===== src/rtl/rv_ctrl_pkg.sv =====
// Shared definitions for the multi-cycle RV32I control path: ALU operation
// codes, base opcodes, controller state encoding, datapath mux selects and
// small decode helpers.
package rv_ctrl_pkg;

   // ALU operation codes (alu_control)
   localparam logic [4:0] AluAnd  = 5'd0;
   localparam logic [4:0] AluOr   = 5'd1;
   localparam logic [4:0] AluAdd  = 5'd2;
   localparam logic [4:0] AluSub  = 5'd3;
   localparam logic [4:0] AluSll  = 5'd4;
   localparam logic [4:0] AluSrl  = 5'd5;
   localparam logic [4:0] AluSra  = 5'd6;
   localparam logic [4:0] AluXor  = 5'd7;
   localparam logic [4:0] AluSlt  = 5'd9;
   localparam logic [4:0] AluSltu = 5'd10;

   // RV32I base opcodes (IR[6:0])
   localparam logic [6:0] OpcOp     = 7'b0110011;
   localparam logic [6:0] OpcOpImm  = 7'b0010011;
   localparam logic [6:0] OpcLoad   = 7'b0000011;
   localparam logic [6:0] OpcStore  = 7'b0100011;
   localparam logic [6:0] OpcBranch = 7'b1100011;
   localparam logic [6:0] OpcJal    = 7'b1101111;
   localparam logic [6:0] OpcJalr   = 7'b1100111;
   localparam logic [6:0] OpcLui    = 7'b0110111;
   localparam logic [6:0] OpcSystem = 7'b1110011;

   typedef enum logic [2:0] {
      StReset,
      StFetch,
      StDecode,
      StExec,
      StMem,
      StWb,
      StHalt
   } state_e;

   // pc_src
   localparam logic [1:0] PcSrcAlu    = 2'd0;
   localparam logic [1:0] PcSrcAluOut = 2'd1;
   localparam logic [1:0] PcSrcInit   = 2'd2;

   // alu_src_a
   localparam logic [1:0] SrcAPc   = 2'd0;
   localparam logic [1:0] SrcAReg  = 2'd1;
   localparam logic [1:0] SrcAZero = 2'd2;

   // alu_src_b
   localparam logic [1:0] SrcBReg  = 2'd0;
   localparam logic [1:0] SrcBFour = 2'd1;
   localparam logic [1:0] SrcBImm  = 2'd2;

   // wb_sel
   localparam logic [1:0] WbAluOut = 2'd0;
   localparam logic [1:0] WbMdr    = 2'd1;
   localparam logic [1:0] WbPc     = 2'd2;

   // OP / OP-IMM func3 to ALU op; alt selects SUB (000) or SRA (101).
   function automatic logic [4:0] alu_func3_op(input logic [2:0] f3, input logic alt);
      logic [4:0] op;
      unique case (f3)
         3'b000:  op = alt ? AluSub : AluAdd;
         3'b001:  op = AluSll;
         3'b010:  op = AluSlt;
         3'b011:  op = AluSltu;
         3'b100:  op = AluXor;
         3'b101:  op = alt ? AluSra : AluSrl;
         3'b110:  op = AluOr;
         default: op = AluAnd;
      endcase
      return op;
   endfunction

   // f3[2] picks the compare flag (zero vs. SLT/SLTU lsb), f3[0] inverts it.
   function automatic logic branch_taken(input logic [2:0] f3, input logic zero,
                                         input logic lsb);
      return (f3[2] ? lsb : zero) ^ f3[0];
   endfunction

endpackage


===== src/rtl/alu_op_decode.sv =====
// Combinational decode of opcode/func3/func7 into the 5-bit ALU operation
// used in the execute step, plus a legality flag for the instruction.
// Ports:
//   opcode, func3, func7 : instruction fields from IR
//   alu_op               : ALU operation for the execute step (ADD for non-ALU ops)
//   legal                : 0 for unknown opcodes and illegal func3/func7 encodings
module alu_op_decode
   import rv_ctrl_pkg::*;
(
   input  logic [6:0] opcode,
   input  logic [2:0] func3,
   input  logic [6:0] func7,
   output logic [4:0] alu_op,
   output logic       legal
);

   always_comb begin
      alu_op = AluAdd;
      legal  = 1'b1;
      case (opcode)
         OpcOp: begin
            alu_op = alu_func3_op(func3, func7[5]);
            // func7 0x20 is only meaningful for SUB and SRA
            legal  = (func7 == 7'h00) ||
                     ((func7 == 7'h20) && ((func3 == 3'b000) || (func3 == 3'b101)));
         end
         OpcOpImm: begin
            // ADDI never becomes SUB; only SRAI uses func7[5]
            alu_op = alu_func3_op(func3, (func3 == 3'b101) && func7[5]);
         end
         OpcBranch: begin
            case (func3[2:1])
               2'b00:   alu_op = AluSub;
               2'b10:   alu_op = AluSlt;
               2'b11:   alu_op = AluSltu;
               default: legal  = 1'b0;
            endcase
         end
         OpcLoad, OpcStore, OpcJal, OpcJalr, OpcLui: begin
            alu_op = AluAdd;
         end
         OpcSystem: begin
            // SYSTEM is legal only as ECALL/EBREAK (func3 000)
            legal = (func3 == 3'b000);
         end
         default: begin
            legal = 1'b0;
         end
      endcase
   end

endmodule


===== src/rtl/multicycle_control.sv =====
// Main sequencing FSM of the multi-cycle RV32I core. Steps the shared ALU
// through fetch, decode, execute, memory and write-back, and drives the
// unified memory port with a req/ack handshake.
// Ports:
//   clk, rst_n                  : clock, synchronous active-low reset
//   opcode, func3, func7        : IR fields
//   alu_zero, alu_lsb           : ALU result flags for branch resolution
//   mem_ack                     : memory completed the current request
//   mem_req, mem_we, iord       : memory request, write qualifier, address select
//   ir_we, mdr_we, pc_we        : datapath register enables
//   pc_src, pc_init             : PC source select and reset vector
//   alu_src_a, alu_src_b        : ALU operand selects
//   alu_control                 : ALU operation code
//   regwrite, wb_sel            : register file write enable and source select
//   halt, illegal               : core stopped (sticky), illegal opcode pulse
module multicycle_control
   import rv_ctrl_pkg::*;
#(
   parameter logic [31:0] RESET_PC     = 32'h0000_0000,
   parameter bit          ILLEGAL_HALT = 1'b1
) (
   input  logic        clk,
   input  logic        rst_n,
   input  logic [6:0]  opcode,
   input  logic [2:0]  func3,
   input  logic [6:0]  func7,
   input  logic        alu_zero,
   input  logic        alu_lsb,
   input  logic        mem_ack,
   output logic        mem_req,
   output logic        mem_we,
   output logic        iord,
   output logic        ir_we,
   output logic        mdr_we,
   output logic        pc_we,
   output logic [1:0]  pc_src,
   output logic [31:0] pc_init,
   output logic [1:0]  alu_src_a,
   output logic [1:0]  alu_src_b,
   output logic [4:0]  alu_control,
   output logic        regwrite,
   output logic [1:0]  wb_sel,
   output logic        halt,
   output logic        illegal
);

   state_e     state_q, state_d;
   logic [4:0] dec_alu_op;
   logic       dec_legal;
   logic       is_load;
   logic       is_store;

   alu_op_decode u_alu_op_decode (
      .opcode (opcode),
      .func3  (func3),
      .func7  (func7),
      .alu_op (dec_alu_op),
      .legal  (dec_legal)
   );

   assign is_load  = (opcode == OpcLoad);
   assign is_store = (opcode == OpcStore);
   assign pc_init  = RESET_PC;

   always_ff @(posedge clk) begin
      if (!rst_n) begin
         state_q <= StReset;
      end else begin
         state_q <= state_d;
      end
   end

   always_comb begin
      state_d     = state_q;
      mem_req     = 1'b0;
      mem_we      = 1'b0;
      iord        = 1'b0;
      ir_we       = 1'b0;
      mdr_we      = 1'b0;
      pc_we       = 1'b0;
      pc_src      = PcSrcAlu;
      alu_src_a   = SrcAPc;
      alu_src_b   = SrcBReg;
      alu_control = AluAdd;
      regwrite    = 1'b0;
      wb_sel      = WbAluOut;
      halt        = 1'b0;
      illegal     = 1'b0;

      // While reset is held every output stays at its default, so a transfer
      // in flight is dropped and a coincident ack cannot fire any enable.
      if (rst_n) begin
         unique case (state_q)
            StReset: begin
               pc_we   = 1'b1;
               pc_src  = PcSrcInit;
               state_d = StFetch;
            end

            StFetch: begin
               mem_req   = 1'b1;
               alu_src_b = SrcBFour;
               if (mem_ack) begin
                  ir_we   = 1'b1;
                  pc_we   = 1'b1;
                  state_d = StDecode;
               end
            end

            StDecode: begin
               // PC+imm lands in ALUOut as the branch/JAL target
               alu_src_b = SrcBImm;
               if ((opcode == OpcSystem) && dec_legal) begin
                  state_d = StHalt;
               end else if (!dec_legal) begin
                  illegal = 1'b1;
                  state_d = ILLEGAL_HALT ? StHalt : StFetch;
               end else begin
                  state_d = StExec;
               end
            end

            StExec: begin
               alu_control = dec_alu_op;
               state_d     = StFetch;
               case (opcode)
                  OpcOp: begin
                     alu_src_a = SrcAReg;
                     state_d   = StWb;
                  end
                  OpcOpImm: begin
                     alu_src_a = SrcAReg;
                     alu_src_b = SrcBImm;
                     state_d   = StWb;
                  end
                  OpcLoad, OpcStore: begin
                     alu_src_a = SrcAReg;
                     alu_src_b = SrcBImm;
                     state_d   = StMem;
                  end
                  OpcBranch: begin
                     alu_src_a = SrcAReg;
                     if (branch_taken(func3, alu_zero, alu_lsb)) begin
                        pc_we  = 1'b1;
                        pc_src = PcSrcAluOut;
                     end
                  end
                  OpcJal: begin
                     // PC already holds PC+4, which is the link value
                     regwrite = 1'b1;
                     wb_sel   = WbPc;
                     pc_we    = 1'b1;
                     pc_src   = PcSrcAluOut;
                  end
                  OpcJalr: begin
                     alu_src_a = SrcAReg;
                     alu_src_b = SrcBImm;
                     regwrite  = 1'b1;
                     wb_sel    = WbPc;
                     pc_we     = 1'b1;
                     pc_src    = PcSrcAlu;
                  end
                  OpcLui: begin
                     alu_src_a = SrcAZero;
                     alu_src_b = SrcBImm;
                     state_d   = StWb;
                  end
                  default: begin
                     state_d = StFetch;
                  end
               endcase
            end

            StMem: begin
               mem_req = 1'b1;
               iord    = 1'b1;
               mem_we  = is_store;
               if (mem_ack) begin
                  mdr_we  = is_load;
                  state_d = is_load ? StWb : StFetch;
               end
            end

            StWb: begin
               regwrite = 1'b1;
               wb_sel   = is_load ? WbMdr : WbAluOut;
               state_d  = StFetch;
            end

            StHalt: begin
               halt = 1'b1;
            end

            default: begin
               state_d = StReset;
            end
         endcase
      end
   end

endmodule


===== config.mk =====
export PLATFORM = sky130hd
export DESIGN_NAME = multicycle_control
export DESIGN_NICKNAME = d
export VERILOG_FILES = /design/src/rtl/rv_ctrl_pkg.sv /design/src/rtl/alu_op_decode.sv /design/src/rtl/multicycle_control.sv
export SDC_FILE = /design/constraint.sdc
export NUM_CORES = 1
export LEC_CHECK = 0
export ABC_AREA = 1
export BUFFER_PORTS_ARGS = -buffer_cell sky130_fd_sc_hd__buf_2
export CORE_MARGIN = 2
export CORE_UTILIZATION = 36
export DETAILED_ROUTE_END_ITERATION = 8
export HOLD_SLACK_MARGIN = 0.08
export PLACE_DENSITY_LB_ADDON = 0.2
export REMOVE_ABC_BUFFERS = 1
export SYNTH_ARGS = -nofsm -noshare
export SYNTH_HDL_FRONTEND = slang
export SYNTH_SLANG_ARGS = --single-unit

===== constraint.sdc =====
create_clock -name clk -period 1.4 [get_ports clk]
set_input_delay 0.28 -clock clk [delete_from_list [all_inputs] [get_ports clk]]
set_output_delay 0.28 -clock clk [all_outputs]
set_load 0.05 [all_outputs]

==> results.md <==
* Status: complete, but fails checks
* Failing checks: setup timing
* Register area at 66.3 µm²
* Full die area at 3230 µm²
* Critical Path AT at 1.57 ns
* First-pass detailed-route iteration total at 4
* Crit path from: state_q[1]
* Area Growth Syn to Fin at 96.1%
* Clock sinks at 3
* Slowest-stage cell, CP: dfxtp_4
* Initial Util at 37.0%
* Post-Syn Instances at 181
* Count of flip-flops with a built-in enable after synthesis at 0
* Grt ovf at 0
* Unique masters post-synth at 32
* Synth Area in XOR/XNOR at 0%
* Required @ worst endpoint at 1.12 ns
* Detailed router's first-iteration violation count at 37
* HPWL Detailed at between 2000 and 2500 µm
* R2R Setup Slk at -0.10 ns
* Die X at 56.8 µm
* Worst hold start: rst_n
* H-tree Lvls at 1
* CTS Hold Bufs at 0
* Asr flop ratio synth at 0%
* WL/cell at 12.0 µm
* First-pass GRT wire length at 4890 µm
* CP max FO at 4
* Pre-CTS WS at -0.476 ns
* Fillers at about 220
* DRT antenna net count at 0
* Psw at 0.000643 W
* Final hold violations at 0
* Synth Area in Adders at 0%
* Clock latency on the worst-skew pair at 0.25 ns
* Mapped cell area at 1000 µm²
* Clk buf depth at 2
* Top cell family by delay on the critical path: buffers and inverters
* Biggest regs: state_q (3)
* Post-Route WL at ~3600 µm
* Leak at 0.909 nW
* Multi-input logic area at 973 µm²
* Ant diodes at 0
* Endpoints failing setup at 23
* Sequential area share after synthesis at 5.99%
* Clock slew at reported path FFs at 0.04 ns
* Critical Path Start Type: register
* Vias in the first global route at 1,182
* Worst R2R Start: state_q[0]
* Hold Path Class: input port to register
* Crit path cell chain: inv_4, nor3_4, nand2_2, a21oi_2, inv_2, buf_4, nor2_4, buf_6
* Clock power frac at 14.5%
* Compound-Gate Fraction of Synth Area at between 10% and 20%
* Initial antenna violation count at 0
* Seq pwr share at 10.1%
* Pwr Density at 581 nW/µm²
* Buffer and inverter count on the worst path at 4
* Period Utilization, post-route at 132%
* CTS buffer count at 3
* Post-synthesis mux area share at 0.998%
* I/O Buffers at 42
* Via-per-instance ratio at 4.70
* Final WS setup at -0.449 ns
* Setup crit end kind: output port
* Layout Utilization at 72.6%
* Combinational family with the most area after synthesis: simple AND/OR/NAND/NOR gates
* IO Pins at 76
* Share of layout cells above drive strength 1 at a little under 60%
* Peak supply drop at 0.727 mV
* Max Fclk at 541 MHz
* # rows at 19
* Crit path time final at 1.85 ns
* Largest Register: state_q
* Number of nets in the layout at around 300
* Unrepaired setup endpoints after global routing: yes
* Combinational share of power at ~75%
* Largest net degree at the start of global routing at 8
* Switching Share at between 50% and 60%
* CP peak stage delay at ~0.36 ns
* Total number of vias at 1,419
* Pint at 0.000502 W
* WHS at between 0.4 and 0.5 ns
* Slew Viols, Final at 0
* Die Height at 56.8 µm
* Final weighted congestion in routability-driven placement at 0.811
* Number of synthesized register bits at 3
* Root Buffer: clkbuf_4
* Maxcap violations at 0
* CTS tree: done
* Avg Inst Size Synth at 5.54 µm²
* Syn. warnings at 0
* Core region area at ~2700 µm²
* GRT Resource Usage Total at 18.4%
* Total design power at approximately 0.0011 W
* Synth Flop Type: dfxtp_1
* DRC at 0
* Clock Skew at a little under 0.009 ns
* Fraction of the mapped netlist area in simple logic gates at between 40% and 50%
* Crit path kind: register to output port
* Largest register FFs at 3
cell usage after synthesis, types with 2 or more instances:
master / instances / share of area (%)
nand3_1: 10 / 5.0
nor2_2: 4 / 2.5
nand2_1: 27 / 10
nand2_2: 3 / 1.9
dfxtp_1: 3 / 6.0
a21oi_2: 2 / 1.7
buf_4: 33 / 25
nor3_1: 3 / 1.5
inv_1: 24 / 9.0
nand3b_1: 2 / 1.5
o21ai_0: 5 / 2.5
inv_2: 4 / 1.5
nand4_1: 3 / 1.9
a21oi_1: 10 / 5.0
nor2_1: 31 / 12
stage by stage:
stage	instance area [µm²]	setup TNS, ns	cells
detailed placement	1390	-5.53	287
floorplan	867	-11.96	178
finish	1970	-7.18	302
CTS	1720	-6.06	297
global placement	1390	-5.42	287
global route	1970	-8.61	302
what timing repair did:
action / CTS / global route
pin swaps: 11 / 23
buffers inserted: 6 / 5
endpoints found under the setup margin: 21 / 23
gates resized for setup: 81 / 50
power by group through the flow:
stage                     registers [W]  logic, W  clock network [W]
after detailed placement       0.000110  0.000637                  0
after CTS                      0.000113  0.000725           0.000152
after global routing           0.000118  0.000905           0.000171
after floorplan                0.000110  0.000433                  0
after global placement         0.000110  0.000637                  0
final                          0.000116  0.000862           0.000166
per-layer routing:
metal	wire, µm	track usage, %	part of all wire (%)	vias to the layer above
met5	0	0	0	-
met4	49	4.98	1.4	0
met3	167	0.691	4.6	4
met2	1950	34.2	54	54
met1	1450	22.9	40	669
li1	-	-	-	692
tightest hold or removal path, stage by stage:
cell     delay (ns)
buf_2          0.11
buf_4          0.13
nand2_1        0.05
inv_1          0.05
cell usage in the layout (no fill, tap or decap), drive strengths merged, types with 3 or more instances in the layout:
cell type / instances
o21ai: 6
conb: 33
nand2: 30
nor2: 36
dfxtp: 3
clkbuf: 4
nand4: 3
buf: 89
a21oi: 12
nor3: 4
nand3: 11
inv: 28
final timing paths:
path	endpoint	cells past startpoint
worst max-delay path	alu_control[3]	8
worst min-delay path	state_q[2]	4
worst max register to register	state_q[2]	13
worst min register to register	state_q[2]	5
cell families after synthesis:
family	Yosys count
muxes	1
buffers and inverters	63
DFF	3
AOI/OAI and AO/OA	24
and+or+nand+nor	89
other	1
area by class of cell:
cell class | count | share of cell area, %
Sequential cell | 3 | 3.37
Multi-Input combinational cell | 147 | 49.5
Inverter | 28 | 5.72
Tap cell | 31 | 1.97
Timing Repair Buffer | 89 | 38.1
Clock buffer | 4 | 1.34
Power figures use the tool's default switching activity.
